File: config.mk
export PLATFORM = sky130hd
export DESIGN_NAME = tl_buffer_param_flat
export DESIGN_NICKNAME = d
export VERILOG_FILES = /design/src/rtl/tl_buffer_pkg.sv /design/src/rtl/tl_buffer_param_if.sv /design/src/rtl/tl_buffer_queue.sv /design/src/rtl/tl_buffer_param.sv /design/src/flat_wrapper.sv
export SDC_FILE = /design/constraint.sdc
export NUM_CORES = 1
export LEC_CHECK = 0
export BUFFER_PORTS_ARGS = -buffer_cell sky130_fd_sc_hd__clkbuf_2
export CAP_MARGIN = 20
export CORE_MARGIN = 2
export CORE_UTILIZATION = 40
export CTS_BUF_LIST = sky130_fd_sc_hd__clkbuf_16
export DETAILED_ROUTE_END_ITERATION = 10
export REMOVE_ABC_BUFFERS = 1
export SYNTH_ARGS = -nofsm -noshare
export SYNTH_HDL_FRONTEND = slang
export SYNTH_HIERARCHICAL = 1
export SYNTH_SLANG_ARGS = --single-unit
File: constraint.sdc
create_clock -name clock -period 1.9 [get_ports clock]
set_input_delay 0.475 -clock clock [delete_from_list [all_inputs] [get_ports clock]]
set_output_delay 0.475 -clock clock [all_outputs]
set_load 0.05 [all_outputs]
File: src/rtl/tl_buffer_pkg.sv
// tl_buffer_pkg: default TileLink-UL widths, channel payload structs and
// sizing helpers shared by the buffer, its queues and the link interface.
package tl_buffer_pkg;

  localparam int TL_ADDR_W   = 31;
  localparam int TL_DATA_W   = 64;
  localparam int TL_SOURCE_W = 3;
  localparam int TL_SIZE_W   = 4;
  localparam int TL_SINK_W   = 1;

  typedef struct packed {
    logic [2:0]               opcode;
    logic [2:0]               param;
    logic [TL_SIZE_W-1:0]     size;
    logic [TL_SOURCE_W-1:0]   source;
    logic [TL_ADDR_W-1:0]     address;
    logic [TL_DATA_W/8-1:0]   mask;
    logic [TL_DATA_W-1:0]     data;
    logic                     corrupt;
  } tl_a_t;

  typedef struct packed {
    logic [2:0]               opcode;
    logic [1:0]               param;
    logic [TL_SIZE_W-1:0]     size;
    logic [TL_SOURCE_W-1:0]   source;
    logic [TL_SINK_W-1:0]     sink;
    logic                     denied;
    logic [TL_DATA_W-1:0]     data;
    logic                     corrupt;
  } tl_d_t;

  // Occupancy counter width; a wire-only channel still gets one (tied-off) bit.
  function automatic int count_w(input int depth);
    return (depth < 1) ? 1 : $clog2(depth + 1);
  endfunction

  // Flattened A payload width for arbitrary field widths.
  function automatic int a_width(input int size_w, input int source_w,
                                 input int addr_w, input int data_w);
    return 3 + 3 + size_w + source_w + addr_w + data_w / 8 + data_w + 1;
  endfunction

  // Flattened D payload width for arbitrary field widths.
  function automatic int d_width(input int size_w, input int source_w,
                                 input int sink_w, input int data_w);
    return 3 + 2 + size_w + source_w + sink_w + 1 + data_w + 1;
  endfunction

endpackage

File: src/rtl/tl_buffer_param_if.sv
// tl_buffer_param_if: one TileLink-UL link (A and D channels). The client
// side uses the master modport, the manager side the slave modport.
interface tl_buffer_param_if import tl_buffer_pkg::*; #(
  parameter int ADDR_W   = TL_ADDR_W,
  parameter int DATA_W   = TL_DATA_W,
  parameter int SOURCE_W = TL_SOURCE_W,
  parameter int SIZE_W   = TL_SIZE_W,
  parameter int SINK_W   = TL_SINK_W
) ();

  logic                a_ready;
  logic                a_valid;
  logic [2:0]          a_bits_opcode;
  logic [2:0]          a_bits_param;
  logic [SIZE_W-1:0]   a_bits_size;
  logic [SOURCE_W-1:0] a_bits_source;
  logic [ADDR_W-1:0]   a_bits_address;
  logic [DATA_W/8-1:0] a_bits_mask;
  logic [DATA_W-1:0]   a_bits_data;
  logic                a_bits_corrupt;

  logic                d_ready;
  logic                d_valid;
  logic [2:0]          d_bits_opcode;
  logic [1:0]          d_bits_param;
  logic [SIZE_W-1:0]   d_bits_size;
  logic [SOURCE_W-1:0] d_bits_source;
  logic [SINK_W-1:0]   d_bits_sink;
  logic                d_bits_denied;
  logic [DATA_W-1:0]   d_bits_data;
  logic                d_bits_corrupt;

  modport master (
    input  a_ready,
    output a_valid, a_bits_opcode, a_bits_param, a_bits_size, a_bits_source,
           a_bits_address, a_bits_mask, a_bits_data, a_bits_corrupt,
    output d_ready,
    input  d_valid, d_bits_opcode, d_bits_param, d_bits_size, d_bits_source,
           d_bits_sink, d_bits_denied, d_bits_data, d_bits_corrupt
  );

  modport slave (
    output a_ready,
    input  a_valid, a_bits_opcode, a_bits_param, a_bits_size, a_bits_source,
           a_bits_address, a_bits_mask, a_bits_data, a_bits_corrupt,
    input  d_ready,
    output d_valid, d_bits_opcode, d_bits_param, d_bits_size, d_bits_source,
           d_bits_sink, d_bits_denied, d_bits_data, d_bits_corrupt
  );

endinterface

File: src/rtl/tl_buffer_queue.sv
// tl_buffer_queue: ready/valid circular queue of DEPTH entries (any DEPTH,
// not only powers of two); DEPTH 0 collapses to plain wires.
// Build option TL_BUFFER_FLOW_EN: an empty queue forwards the incoming beat
// combinationally, and stores it only if the consumer is not ready.
module tl_buffer_queue import tl_buffer_pkg::*; #(
  parameter  int DEPTH = 2,
  parameter  int WIDTH = 8,
  localparam int CW    = count_w(DEPTH)
) (
  input  logic             clock,
  input  logic             reset,
  input  logic             enq_valid,
  output logic             enq_ready,
  input  logic [WIDTH-1:0] enq_bits,
  output logic             deq_valid,
  input  logic             deq_ready,
  output logic [WIDTH-1:0] deq_bits,
  output logic [CW-1:0]    count
);

  generate
    if (DEPTH == 0) begin : g_wire
      logic unused_clk_rst;
      assign unused_clk_rst = clock ^ reset;
      assign deq_valid      = enq_valid;
      assign deq_bits       = enq_bits;
      assign enq_ready      = deq_ready;
      assign count          = '0;
    end else begin : g_queue
      localparam int PW = (DEPTH > 1) ? $clog2(DEPTH) : 1;

      logic [WIDTH-1:0] storage [DEPTH];
      logic [PW-1:0]    enq_ptr;
      logic [PW-1:0]    deq_ptr;
      logic [CW-1:0]    cnt;
      logic             empty;
      logic             full;
      logic             do_enq;
      logic             do_deq;

      // Pointers wrap by explicit compare so odd depths work.
      function automatic logic [PW-1:0] next_ptr(input logic [PW-1:0] p);
        return (p == PW'(DEPTH - 1)) ? '0 : p + PW'(1);
      endfunction

      assign empty     = (cnt == '0);
      assign full      = (cnt == CW'(DEPTH));
      assign enq_ready = !full;
      assign count     = cnt;

`ifdef TL_BUFFER_FLOW_EN
      assign deq_valid = !empty || enq_valid;
      assign deq_bits  = empty ? enq_bits : storage[deq_ptr];
      assign do_enq    = enq_valid && !full && !(empty && deq_ready);
      assign do_deq    = deq_ready && !empty;
`else
      assign deq_valid = !empty;
      assign deq_bits  = storage[deq_ptr];
      assign do_enq    = enq_valid && !full;
      assign do_deq    = deq_ready && !empty;
`endif

      // Pointer and occupancy bookkeeping; enq+deq together leaves cnt alone.
      always_ff @(posedge clock or negedge reset) begin
        if (!reset) begin
          enq_ptr <= '0;
          deq_ptr <= '0;
          cnt     <= '0;
        end else begin
          if (do_enq) enq_ptr <= next_ptr(enq_ptr);
          if (do_deq) deq_ptr <= next_ptr(deq_ptr);
          if (do_enq && !do_deq)      cnt <= cnt + CW'(1);
          else if (!do_enq && do_deq) cnt <= cnt - CW'(1);
        end
      end

      // Payload storage, cleared on reset so idle outputs read zero.
      always_ff @(posedge clock or negedge reset) begin
        if (!reset) begin
          for (int i = 0; i < DEPTH; i++) storage[i] <= '0;
        end else if (do_enq) begin
          storage[enq_ptr] <= enq_bits;
        end
      end
    end
  endgenerate

endmodule

File: src/rtl/tl_buffer_param.sv
// tl_buffer_param: TileLink-UL buffer with independently sized A and D
// queues; depth 0 on a channel is a straight wire.
// Build option TL_BUFFER_FLOW_EN enables empty-queue flow-through.
module tl_buffer_param import tl_buffer_pkg::*; #(
  parameter int A_DEPTH  = 2,
  parameter int D_DEPTH  = 2,
  parameter int ADDR_W   = TL_ADDR_W,
  parameter int DATA_W   = TL_DATA_W,
  parameter int SOURCE_W = TL_SOURCE_W,
  parameter int SIZE_W   = TL_SIZE_W,
  parameter int SINK_W   = TL_SINK_W
) (
  input  logic                         clock,
  input  logic                         reset,
  tl_buffer_param_if.slave             auto_in,
  tl_buffer_param_if.master            auto_out,
  output logic [count_w(A_DEPTH)-1:0]  a_count,
  output logic [count_w(D_DEPTH)-1:0]  d_count
);

  localparam int AW = a_width(SIZE_W, SOURCE_W, ADDR_W, DATA_W);
  localparam int DW = d_width(SIZE_W, SOURCE_W, SINK_W, DATA_W);

  logic [AW-1:0] a_enq_bits;
  logic [AW-1:0] a_deq_bits;
  logic [DW-1:0] d_enq_bits;
  logic [DW-1:0] d_deq_bits;

  assign a_enq_bits = {auto_in.a_bits_opcode, auto_in.a_bits_param,
                       auto_in.a_bits_size, auto_in.a_bits_source,
                       auto_in.a_bits_address, auto_in.a_bits_mask,
                       auto_in.a_bits_data, auto_in.a_bits_corrupt};

  assign {auto_out.a_bits_opcode, auto_out.a_bits_param,
          auto_out.a_bits_size, auto_out.a_bits_source,
          auto_out.a_bits_address, auto_out.a_bits_mask,
          auto_out.a_bits_data, auto_out.a_bits_corrupt} = a_deq_bits;

  assign d_enq_bits = {auto_out.d_bits_opcode, auto_out.d_bits_param,
                       auto_out.d_bits_size, auto_out.d_bits_source,
                       auto_out.d_bits_sink, auto_out.d_bits_denied,
                       auto_out.d_bits_data, auto_out.d_bits_corrupt};

  assign {auto_in.d_bits_opcode, auto_in.d_bits_param,
          auto_in.d_bits_size, auto_in.d_bits_source,
          auto_in.d_bits_sink, auto_in.d_bits_denied,
          auto_in.d_bits_data, auto_in.d_bits_corrupt} = d_deq_bits;

  tl_buffer_queue #(.DEPTH(A_DEPTH), .WIDTH(AW)) u_a_queue (
    .clock     (clock),
    .reset     (reset),
    .enq_valid (auto_in.a_valid),
    .enq_ready (auto_in.a_ready),
    .enq_bits  (a_enq_bits),
    .deq_valid (auto_out.a_valid),
    .deq_ready (auto_out.a_ready),
    .deq_bits  (a_deq_bits),
    .count     (a_count)
  );

  tl_buffer_queue #(.DEPTH(D_DEPTH), .WIDTH(DW)) u_d_queue (
    .clock     (clock),
    .reset     (reset),
    .enq_valid (auto_out.d_valid),
    .enq_ready (auto_out.d_ready),
    .enq_bits  (d_enq_bits),
    .deq_valid (auto_in.d_valid),
    .deq_ready (auto_in.d_ready),
    .deq_bits  (d_deq_bits),
    .count     (d_count)
  );

endmodule
File: src/flat_wrapper.sv
// flat-port wrapper written by rule: the top's interface ports become plain ports
module tl_buffer_param_flat import tl_buffer_pkg::*;
#(
  parameter int A_DEPTH  = 2,
  parameter int D_DEPTH  = 2,
  parameter int ADDR_W   = TL_ADDR_W,
  parameter int DATA_W   = TL_DATA_W,
  parameter int SOURCE_W = TL_SOURCE_W,
  parameter int SIZE_W   = TL_SIZE_W,
  parameter int SINK_W   = TL_SINK_W
)
  (clock, reset, a_count, d_count, auto_in_a_ready, auto_in_a_valid, auto_in_a_bits_opcode, auto_in_a_bits_param, auto_in_a_bits_size, auto_in_a_bits_source, auto_in_a_bits_address, auto_in_a_bits_mask, auto_in_a_bits_data, auto_in_a_bits_corrupt, auto_in_d_ready, auto_in_d_valid, auto_in_d_bits_opcode, auto_in_d_bits_param, auto_in_d_bits_size, auto_in_d_bits_source, auto_in_d_bits_sink, auto_in_d_bits_denied, auto_in_d_bits_data, auto_in_d_bits_corrupt, auto_out_a_ready, auto_out_a_valid, auto_out_a_bits_opcode, auto_out_a_bits_param, auto_out_a_bits_size, auto_out_a_bits_source, auto_out_a_bits_address, auto_out_a_bits_mask, auto_out_a_bits_data, auto_out_a_bits_corrupt, auto_out_d_ready, auto_out_d_valid, auto_out_d_bits_opcode, auto_out_d_bits_param, auto_out_d_bits_size, auto_out_d_bits_source, auto_out_d_bits_sink, auto_out_d_bits_denied, auto_out_d_bits_data, auto_out_d_bits_corrupt);
  tl_buffer_param_if #(.ADDR_W(ADDR_W), .DATA_W(DATA_W), .SOURCE_W(SOURCE_W), .SIZE_W(SIZE_W), .SINK_W(SINK_W)) auto_in_i ();
  tl_buffer_param_if #(.ADDR_W(ADDR_W), .DATA_W(DATA_W), .SOURCE_W(SOURCE_W), .SIZE_W(SIZE_W), .SINK_W(SINK_W)) auto_out_i ();
  input  logic clock;
  input  logic reset;
  output logic [count_w(A_DEPTH)-1:0] a_count;
  output logic [count_w(D_DEPTH)-1:0] d_count;
  output wire logic [$bits(auto_in_i.a_ready)-1:0] auto_in_a_ready;
  input wire logic [$bits(auto_in_i.a_valid)-1:0] auto_in_a_valid;
  input wire logic [$bits(auto_in_i.a_bits_opcode)-1:0] auto_in_a_bits_opcode;
  input wire logic [$bits(auto_in_i.a_bits_param)-1:0] auto_in_a_bits_param;
  input wire logic [$bits(auto_in_i.a_bits_size)-1:0] auto_in_a_bits_size;
  input wire logic [$bits(auto_in_i.a_bits_source)-1:0] auto_in_a_bits_source;
  input wire logic [$bits(auto_in_i.a_bits_address)-1:0] auto_in_a_bits_address;
  input wire logic [$bits(auto_in_i.a_bits_mask)-1:0] auto_in_a_bits_mask;
  input wire logic [$bits(auto_in_i.a_bits_data)-1:0] auto_in_a_bits_data;
  input wire logic [$bits(auto_in_i.a_bits_corrupt)-1:0] auto_in_a_bits_corrupt;
  input wire logic [$bits(auto_in_i.d_ready)-1:0] auto_in_d_ready;
  output wire logic [$bits(auto_in_i.d_valid)-1:0] auto_in_d_valid;
  output wire logic [$bits(auto_in_i.d_bits_opcode)-1:0] auto_in_d_bits_opcode;
  output wire logic [$bits(auto_in_i.d_bits_param)-1:0] auto_in_d_bits_param;
  output wire logic [$bits(auto_in_i.d_bits_size)-1:0] auto_in_d_bits_size;
  output wire logic [$bits(auto_in_i.d_bits_source)-1:0] auto_in_d_bits_source;
  output wire logic [$bits(auto_in_i.d_bits_sink)-1:0] auto_in_d_bits_sink;
  output wire logic [$bits(auto_in_i.d_bits_denied)-1:0] auto_in_d_bits_denied;
  output wire logic [$bits(auto_in_i.d_bits_data)-1:0] auto_in_d_bits_data;
  output wire logic [$bits(auto_in_i.d_bits_corrupt)-1:0] auto_in_d_bits_corrupt;
  input wire logic [$bits(auto_out_i.a_ready)-1:0] auto_out_a_ready;
  output wire logic [$bits(auto_out_i.a_valid)-1:0] auto_out_a_valid;
  output wire logic [$bits(auto_out_i.a_bits_opcode)-1:0] auto_out_a_bits_opcode;
  output wire logic [$bits(auto_out_i.a_bits_param)-1:0] auto_out_a_bits_param;
  output wire logic [$bits(auto_out_i.a_bits_size)-1:0] auto_out_a_bits_size;
  output wire logic [$bits(auto_out_i.a_bits_source)-1:0] auto_out_a_bits_source;
  output wire logic [$bits(auto_out_i.a_bits_address)-1:0] auto_out_a_bits_address;
  output wire logic [$bits(auto_out_i.a_bits_mask)-1:0] auto_out_a_bits_mask;
  output wire logic [$bits(auto_out_i.a_bits_data)-1:0] auto_out_a_bits_data;
  output wire logic [$bits(auto_out_i.a_bits_corrupt)-1:0] auto_out_a_bits_corrupt;
  output wire logic [$bits(auto_out_i.d_ready)-1:0] auto_out_d_ready;
  input wire logic [$bits(auto_out_i.d_valid)-1:0] auto_out_d_valid;
  input wire logic [$bits(auto_out_i.d_bits_opcode)-1:0] auto_out_d_bits_opcode;
  input wire logic [$bits(auto_out_i.d_bits_param)-1:0] auto_out_d_bits_param;
  input wire logic [$bits(auto_out_i.d_bits_size)-1:0] auto_out_d_bits_size;
  input wire logic [$bits(auto_out_i.d_bits_source)-1:0] auto_out_d_bits_source;
  input wire logic [$bits(auto_out_i.d_bits_sink)-1:0] auto_out_d_bits_sink;
  input wire logic [$bits(auto_out_i.d_bits_denied)-1:0] auto_out_d_bits_denied;
  input wire logic [$bits(auto_out_i.d_bits_data)-1:0] auto_out_d_bits_data;
  input wire logic [$bits(auto_out_i.d_bits_corrupt)-1:0] auto_out_d_bits_corrupt;
  assign auto_in_a_ready = auto_in_i.a_ready;
  assign auto_in_i.a_valid = auto_in_a_valid;
  assign auto_in_i.a_bits_opcode = auto_in_a_bits_opcode;
  assign auto_in_i.a_bits_param = auto_in_a_bits_param;
  assign auto_in_i.a_bits_size = auto_in_a_bits_size;
  assign auto_in_i.a_bits_source = auto_in_a_bits_source;
  assign auto_in_i.a_bits_address = auto_in_a_bits_address;
  assign auto_in_i.a_bits_mask = auto_in_a_bits_mask;
  assign auto_in_i.a_bits_data = auto_in_a_bits_data;
  assign auto_in_i.a_bits_corrupt = auto_in_a_bits_corrupt;
  assign auto_in_i.d_ready = auto_in_d_ready;
  assign auto_in_d_valid = auto_in_i.d_valid;
  assign auto_in_d_bits_opcode = auto_in_i.d_bits_opcode;
  assign auto_in_d_bits_param = auto_in_i.d_bits_param;
  assign auto_in_d_bits_size = auto_in_i.d_bits_size;
  assign auto_in_d_bits_source = auto_in_i.d_bits_source;
  assign auto_in_d_bits_sink = auto_in_i.d_bits_sink;
  assign auto_in_d_bits_denied = auto_in_i.d_bits_denied;
  assign auto_in_d_bits_data = auto_in_i.d_bits_data;
  assign auto_in_d_bits_corrupt = auto_in_i.d_bits_corrupt;
  assign auto_out_i.a_ready = auto_out_a_ready;
  assign auto_out_a_valid = auto_out_i.a_valid;
  assign auto_out_a_bits_opcode = auto_out_i.a_bits_opcode;
  assign auto_out_a_bits_param = auto_out_i.a_bits_param;
  assign auto_out_a_bits_size = auto_out_i.a_bits_size;
  assign auto_out_a_bits_source = auto_out_i.a_bits_source;
  assign auto_out_a_bits_address = auto_out_i.a_bits_address;
  assign auto_out_a_bits_mask = auto_out_i.a_bits_mask;
  assign auto_out_a_bits_data = auto_out_i.a_bits_data;
  assign auto_out_a_bits_corrupt = auto_out_i.a_bits_corrupt;
  assign auto_out_d_ready = auto_out_i.d_ready;
  assign auto_out_i.d_valid = auto_out_d_valid;
  assign auto_out_i.d_bits_opcode = auto_out_d_bits_opcode;
  assign auto_out_i.d_bits_param = auto_out_d_bits_param;
  assign auto_out_i.d_bits_size = auto_out_d_bits_size;
  assign auto_out_i.d_bits_source = auto_out_d_bits_source;
  assign auto_out_i.d_bits_sink = auto_out_d_bits_sink;
  assign auto_out_i.d_bits_denied = auto_out_d_bits_denied;
  assign auto_out_i.d_bits_data = auto_out_d_bits_data;
  assign auto_out_i.d_bits_corrupt = auto_out_d_bits_corrupt;
  tl_buffer_param #(.A_DEPTH(A_DEPTH), .D_DEPTH(D_DEPTH), .ADDR_W(ADDR_W), .DATA_W(DATA_W), .SOURCE_W(SOURCE_W), .SIZE_W(SIZE_W), .SINK_W(SINK_W)) u_core (.clock(clock), .reset(reset), .auto_in(auto_in_i), .auto_out(auto_out_i), .a_count(a_count), .d_count(d_count));
endmodule
==> qor.yml, run 1 <==
status: "finished with violations"
violations: "negative setup slack"
routed_wl_um: 45380
clk_pin_slew_worst_paths_ns: 0.06
critical_path_class: "flip-flop to primary output"
endpoint_kind: "primary output"
hpwlAfterDp_um: 30180
die_w_um: 214.3
clock_path_buffers: 3
firstDrtPassIters: 4
start_util_pct: 40.25
grt-ovfl-total: 0
placed_area_um2: 20640
rsz0062_at_grt: "true"
slew_headroom_pct: 74.74
cts_buffers: 46
timing.final.ws_setup_ns: -0.4917
yosysSeqAreaShare_pct: 56.61
grt_pass1_wl_um: 68410
numPortBuffers: 405
slowest_delay_ns: 0.50
drt_iter0_drc: 364
synth_top_area_share_pct: 56.61
hold_class: "input pin to flip-flop"
ys_ff_latch: 400
ant_nets: 0
wl_per_cell_um: 20.78
yosysUniqueCellTypes: 18
finalHoldViolCount: 0
fin_area_um2: 24250
finalClockSkew_ns: 0.01757
netlist_top_cells_area: "dfrtp_1, mux2_2, mux2_4"
yosysWarnings: 6
area_growth_syn_to_layout_pct: 37.15
antenna_found_initial: 9
yosys.area.top_type: "dfrtp_1"
first_global_vias: 11890
fill_cells: 3588
crit_path_cell_trace: "buf_6 > clkbuf_16 > mux2_2 > buf_8"
min_from: "auto_out_d_bits_data[44]"
crit_path_max_fanout: 7
synth-async-reset-ratio_pct: 100.0
die_h_um: 214.3
worstSetupStartpointType: "flip-flop"
yosysMostFrequentCell: "mux2_2"
grt_max_degree: 68
row_count: 77
grt_usage_pct: 18.90
cts_tree: "built"
drt-vias-per-instance: 4.925
synth_top_flop_cell: "dfrtp_1"
place_congestion: 0.8131
num_vias: 10760
ys_top_cells_by_count: "mux2_2, dfrtp_1, mux2_4, buf_4, buf_2"
slew_viol_final: 0
cp_data_arrival_time_ns: 1.92
core_um2: 43930
fin_crit_sh_pct: 125.9
r2r_cells: 5
layout.nets: 1752
setup_viol: 198
cts_max_level: 2
cp_slowest_cell: "dfrtp_4"
hold-path-cell-count: 2
hold_end: "u_core/u_d_queue/g_queue.storage[45]"
reg2reg_from: "u_core/u_a_queue/count[1]"
period_minus_slack_ns: 2.392
avgSynthCellArea_um2: 16.37
io_pins: 406
netlist_area_um2: 17680
worst_slew_pin_slew_ns: 0.3789
utilization_pct: 55.21
drive_above_1_share_pct: 72.22
crit_required_ns: 1.42
clock_sinks: 400
clk_latency_ns: 0.56
die_area_um2: 45910
rrSetupSlack_ns: 0.21
synth_edf_count: 0
maxCapViolCount: 0
root_buffer: "clkbuf_16"
r2r-end: "u_core/u_a_queue/g_queue.storage[16]"
drc: 0
netlist_instances: 1080
max_freq_ghz: 0.4181
flip-flops by register name, indices dropped and copies added (netlist names):
name and count:
u_core/u_a_queue/g_queue.deq_ptr 1, u_core/u_a_queue/g_queue.enq_ptr 1, u_core/u_a_queue/count 2, u_core/u_d_queue/g_queue.deq_ptr 1, u_core/u_d_queue/count 2, u_core/u_d_queue/g_queue.enq_ptr 1, u_core/u_a_queue/g_queue.storage 234, u_core/u_d_queue/g_queue.storage 158
cell type report:
| cell class | instances | area, um^2 | share of cell area [%] |
|---|---|---|---|
| well taps | 592 | 740.7 | 3.054 |
| repair buffers | 486 | 4810 | 19.83 |
| flip-flops and latches | 400 | 10020 | 41.31 |
| clock inverters | 35 | 173.9 | 0.7171 |
| diodes | 8 | 20.02 | 0.08254 |
| clock buffers | 49 | 1226 | 5.056 |
| multi-input cells | 614 | 7263 | 29.95 |
placed cells by master (no fill, tap or decap), types with 7 or more instances in the layout:
cell       Yosys  routed
buf_8          9      99
clkbuf_8       0      32
diode_2        0       8
buf_6          7      44
dfrtp_1      400     396
buf_4         28      58
clkbuf_16      0      58
clkinv_1       0      12
buf_12         0      27
mux2_2       508     479
inv_1          0      13
clkinv_2       0       7
mux2_4        80     109
clkbuf_2       0     204
worst max-delay path by stage:
stage	end	slack (ns)	from	cells past startpoint
floorplan	u_core/u_a_queue/g_queue.storage[117]	-2.94	u_core/u_a_queue/count[0]	3
global placement	auto_out_a_bits_data[57]	0.01	u_core/u_a_queue/g_queue.deq_ptr	3
detailed placement	auto_out_a_bits_data[15]	0.008	u_core/u_a_queue/g_queue.deq_ptr	3
CTS	auto_out_a_bits_data[7]	-0.59	u_core/u_a_queue/g_queue.deq_ptr	3
global route	auto_out_a_bits_data[7]	-0.54	u_core/u_a_queue/g_queue.deq_ptr	4
finish	auto_in_d_bits_data[24]	-0.49	u_core/u_d_queue/g_queue.deq_ptr	4
layer usage:
metal,up-vias,wire [um],GRT usage [%]
met2,263,22440,31.42
met4,2,1912,9.769
met3,103,2110,4.298
met1,5556,18900,23.08
met5,-,13,0
li1,4833,-,-
per-stage QoR:
step | setup slack, ns | setup TNS, ns | instances | hold WS [ns]
after floorplan | -2.939 | -914.69 | 1014 | 0.1794
after global routing | -0.5450 | -98.79 | 2184 | 0.1158
after CTS | -0.5857 | -102.40 | 2161 | 0.1018
after global placement | 0.01018 | 0 | 2067 | 0.4050
after detailed placement | 0.007662 | 0 | 2067 | 0.4050
final | -0.4917 | -86.37 | 2184 | 0.1532
logic make-up after synthesis:
logic type / share of synthesized area [%]
simple gates: 0.6085
flops: 56.61
xor+xnor: 0.4953
mux: 39.14
fa+ha+maj: 0.1415
buf+inv: 3.007
critical path, delay by kind of cell, from the launching register on:
| kind | cells | cell delay [ns] |
|---|---|---|
| buffers and inverters | 3 | 0.49 |
| DFF | 1 | 0.50 |
| muxes | 1 | 0.36 |
timing repair:
item / CTS / global route
pin swaps: 0 / 2
gates resized for setup: 287 / 351
hold buffers: 1 / 0
hold endpoints to repair: 25 / 0
gates cloned: 3 / 11
setup buffers: 6 / 5
endpoints found under the setup margin: 200 / 201
Power of run 1 is not shown: default switching activity piles up to over one toggle a cycle in this logic, so the estimate is an artifact.
==> inputs of run 2 (changes only) <==
Settings changed: BUFFER_PORTS_ARGS -buffer_cell sky130_fd_sc_hd__clkbuf_2 to default, DONT_BUFFER_PORTS from default to 1.
==> qor.yml, run 2 (synthesized netlist as in run 1, its figures left out) <==
grt.busiest_layer: "met2"  # unchanged
r2r-end: "u_core/u_d_queue/g_queue.storage[136]"  # was u_core/u_a_queue/g_queue.storage[16]
rrSetupSlack_ns: 0.07  # was 0.21 ns
clock_sinks: 400  # unchanged
diodes: 0  # was 8
largest-register: "u_core/u_a_queue/g_queue.storage"  # unchanged
die_area_um2: 45910  # unchanged
fin_crit_sh_pct: 121.2  # was 125.9%
timing.final.ws_setup_ns: -0.4029  # was -0.4917 ns
place_congestion: 0.8418  # was 0.8131
path_buf_inv: 2  # was 3
slew_viol_final: 173  # was 0
ant_nets: 0  # unchanged
finalClockSkew_ns: 0.01822  # was 0.01757 ns
period_minus_slack_ns: 2.303  # was 2.392 ns
cts_tree: "built"  # unchanged
drt-vias-per-instance: 5.234  # was 4.925
die_h_um: 214.3  # unchanged
slew_headroom_pct: -18.33  # was 74.74%
grtUsageMet2_pct: 29.16  # was 31.42%
crit_required_ns: 1.42  # about the same
status: "finished with violations"  # unchanged
reg2reg_from: "u_core/u_d_queue/count[0]"  # was u_core/u_a_queue/count[1]
finalHoldViolCount: 313  # was 0
cts_max_level: 2  # unchanged
crit_path_max_fanout: 7  # unchanged
reg.largest.list: "u_core/u_a_queue/g_queue.storage x234, u_core/u_d_queue/g_queue.storage x158"  # unchanged
grt_max_degree: 401  # was 68
finalNonFillerCells: 1742  # was 2184
first_global_vias: 9966  # was 11890
grt_use_met3_pct: 5.447  # was 4.298%
maxCapViolCount: 0  # unchanged
violations: "negative hold slack, max-slew violations, negative setup slack"  # was negative setup slack
rsz0062_at_grt: "true"  # unchanged
clock_path_buffers: 3  # unchanged
grt-ovfl-total: 0  # unchanged
core_um2: 43930  # unchanged
setup_viol: 196  # was 198
mostFrequentLayoutCell: "dfrtp_1"  # was mux2_2
fin_hold_ws_ns: -0.3797  # was 0.1532 ns
placed_cells: 1647  # was 2067
slowest_delay_ns: 0.52  # was 0.50 ns
worst_slew_pin_slew_ns: 1.775  # was 0.3789 ns
worstSetupStartpointType: "flip-flop"  # unchanged
num_vias: 9117  # was 10760
hpwlAfterDp_um: 27710  # was 30180 um
clk_pin_slew_worst_paths_ns: 0.06  # about the same
cp_slowest_cell: "dfrtp_4"  # unchanged
routed_wl_um: 41620  # was 45380 um
start_util_pct: 40.25  # unchanged
cp_data_arrival_time_ns: 1.83  # was 1.92 ns
area_growth_syn_to_layout_pct: 15.77  # was 37.15%
use_met1_pct: 20.09  # was 23.08%
grt_usage_pct: 17.38  # was 18.90%
hold_class: "input pin to async pin"  # was input pin to flip-flop
die_w_um: 214.3  # unchanged
cts_buffers: 44  # was 46
firstDrtPassIters: 4  # unchanged
drt_iter0_drc: 463  # was 364
wl_per_cell_um: 23.89  # was 20.78 um
dp_slack_ns: 0.1703  # was 0.007662 ns
root_buffer: "clkbuf_16"  # unchanged
antenna_found_initial: 0  # was 9
row_count: 77  # unchanged
largest_reg_flops: 234  # unchanged
grt_pass1_wl_um: 62020  # was 68410 um
drive_above_1_share_pct: 62.35  # was 72.22%
r2r_cells: 6  # was 5
crit_path_cell_trace: "buf_4 > clkbuf_16 > mux2_4"  # was buf_6 > clkbuf_16 > mux2_2 > buf_8
max_freq_ghz: 0.4342  # was 0.4181 GHz
io_pins: 406  # unchanged
drc: 0  # unchanged
endpoint_kind: "primary output"  # unchanged
numPortBuffers: 0  # was 405
critical_path_class: "flip-flop to primary output"  # unchanged
layout_common_cells: "dfrtp_1, mux2_2, mux2_4, clkbuf_16, buf_4"  # was mux2_2, dfrtp_1, clkbuf_2, mux2_4, buf_8
path_delay_family: "flip-flops"  # unchanged
clk_latency_ns: 0.56  # about the same
crit_cells: 3  # was 4
layout.nets: 1321  # was 1752
run 2: changes by cell type in the layout (fill, tap and decap cells not counted), moves of 32 or more:
cell      change
buf_6        -41
buf_8        -96
clkbuf_2    -204
clkbuf_8     -32
mux2_2       -83
mux2_4       +83
run 2: final cells by class:
cell class | count | area [um^2]
fillers | 3911 | 23460
flip-flops and latches | 400 | 10020
multi-input cells | 614 | 7575
clock buffers | 45 | 1126
repair buffers | 57 | 802.0
well taps | 592 | 740.7
clock inverters | 34 | 210.2
run 2: layer usage:
layer,up-vias,part of all wire [%]
li1,3931,-
met1,4821,39
met2,267,49
met3,98,6.8
met4,0,4.6
met5,-,0
run 2: what timing repair did:
item / 4_1_cts / 5_1_grt
setup endpoints to repair: 198 / 199
pin swaps: 0 / 1
buffers inserted: 1 / 9
gates resized for setup: 72 / 73
gates cloned: 0 / 7
endpoints found under the hold margin: 400 / 400
run 2: through the flow:
| step | setup TNS [ns] | instance area [um^2] | util, % |
|---|---|---|---|
| CTS | -77.75 | 19980 | 45.48 |
| floorplan | -914.69 | 17150 | - |
| detailed placement | 0 | 18370 | 41.80 |
| finish | -70.77 | 20470 | 46.60 |
| global placement | 0 | 18370 | 41.80 |
| global route | -82.50 | 20470 | 46.60 |
run 2: worst max-delay path by stage:
stage | startpoint | endpoint
2_1_floorplan | u_core/u_a_queue/count[0] | u_core/u_a_queue/g_queue.storage[117]
3_3_place_gp | u_core/u_a_queue/g_queue.deq_ptr | auto_out_a_bits_data[8]
3_5_place_dp | u_core/u_a_queue/count[0] | u_core/u_a_queue/g_queue.storage[219]
4_1_cts | u_core/u_a_queue/g_queue.deq_ptr | auto_out_a_bits_address[27]
5_1_grt | u_core/u_a_queue/g_queue.deq_ptr | auto_out_a_bits_data[9]
6_report | u_core/u_a_queue/g_queue.deq_ptr | auto_out_a_bits_data[23]
Power of run 2 is left out for the same reason.
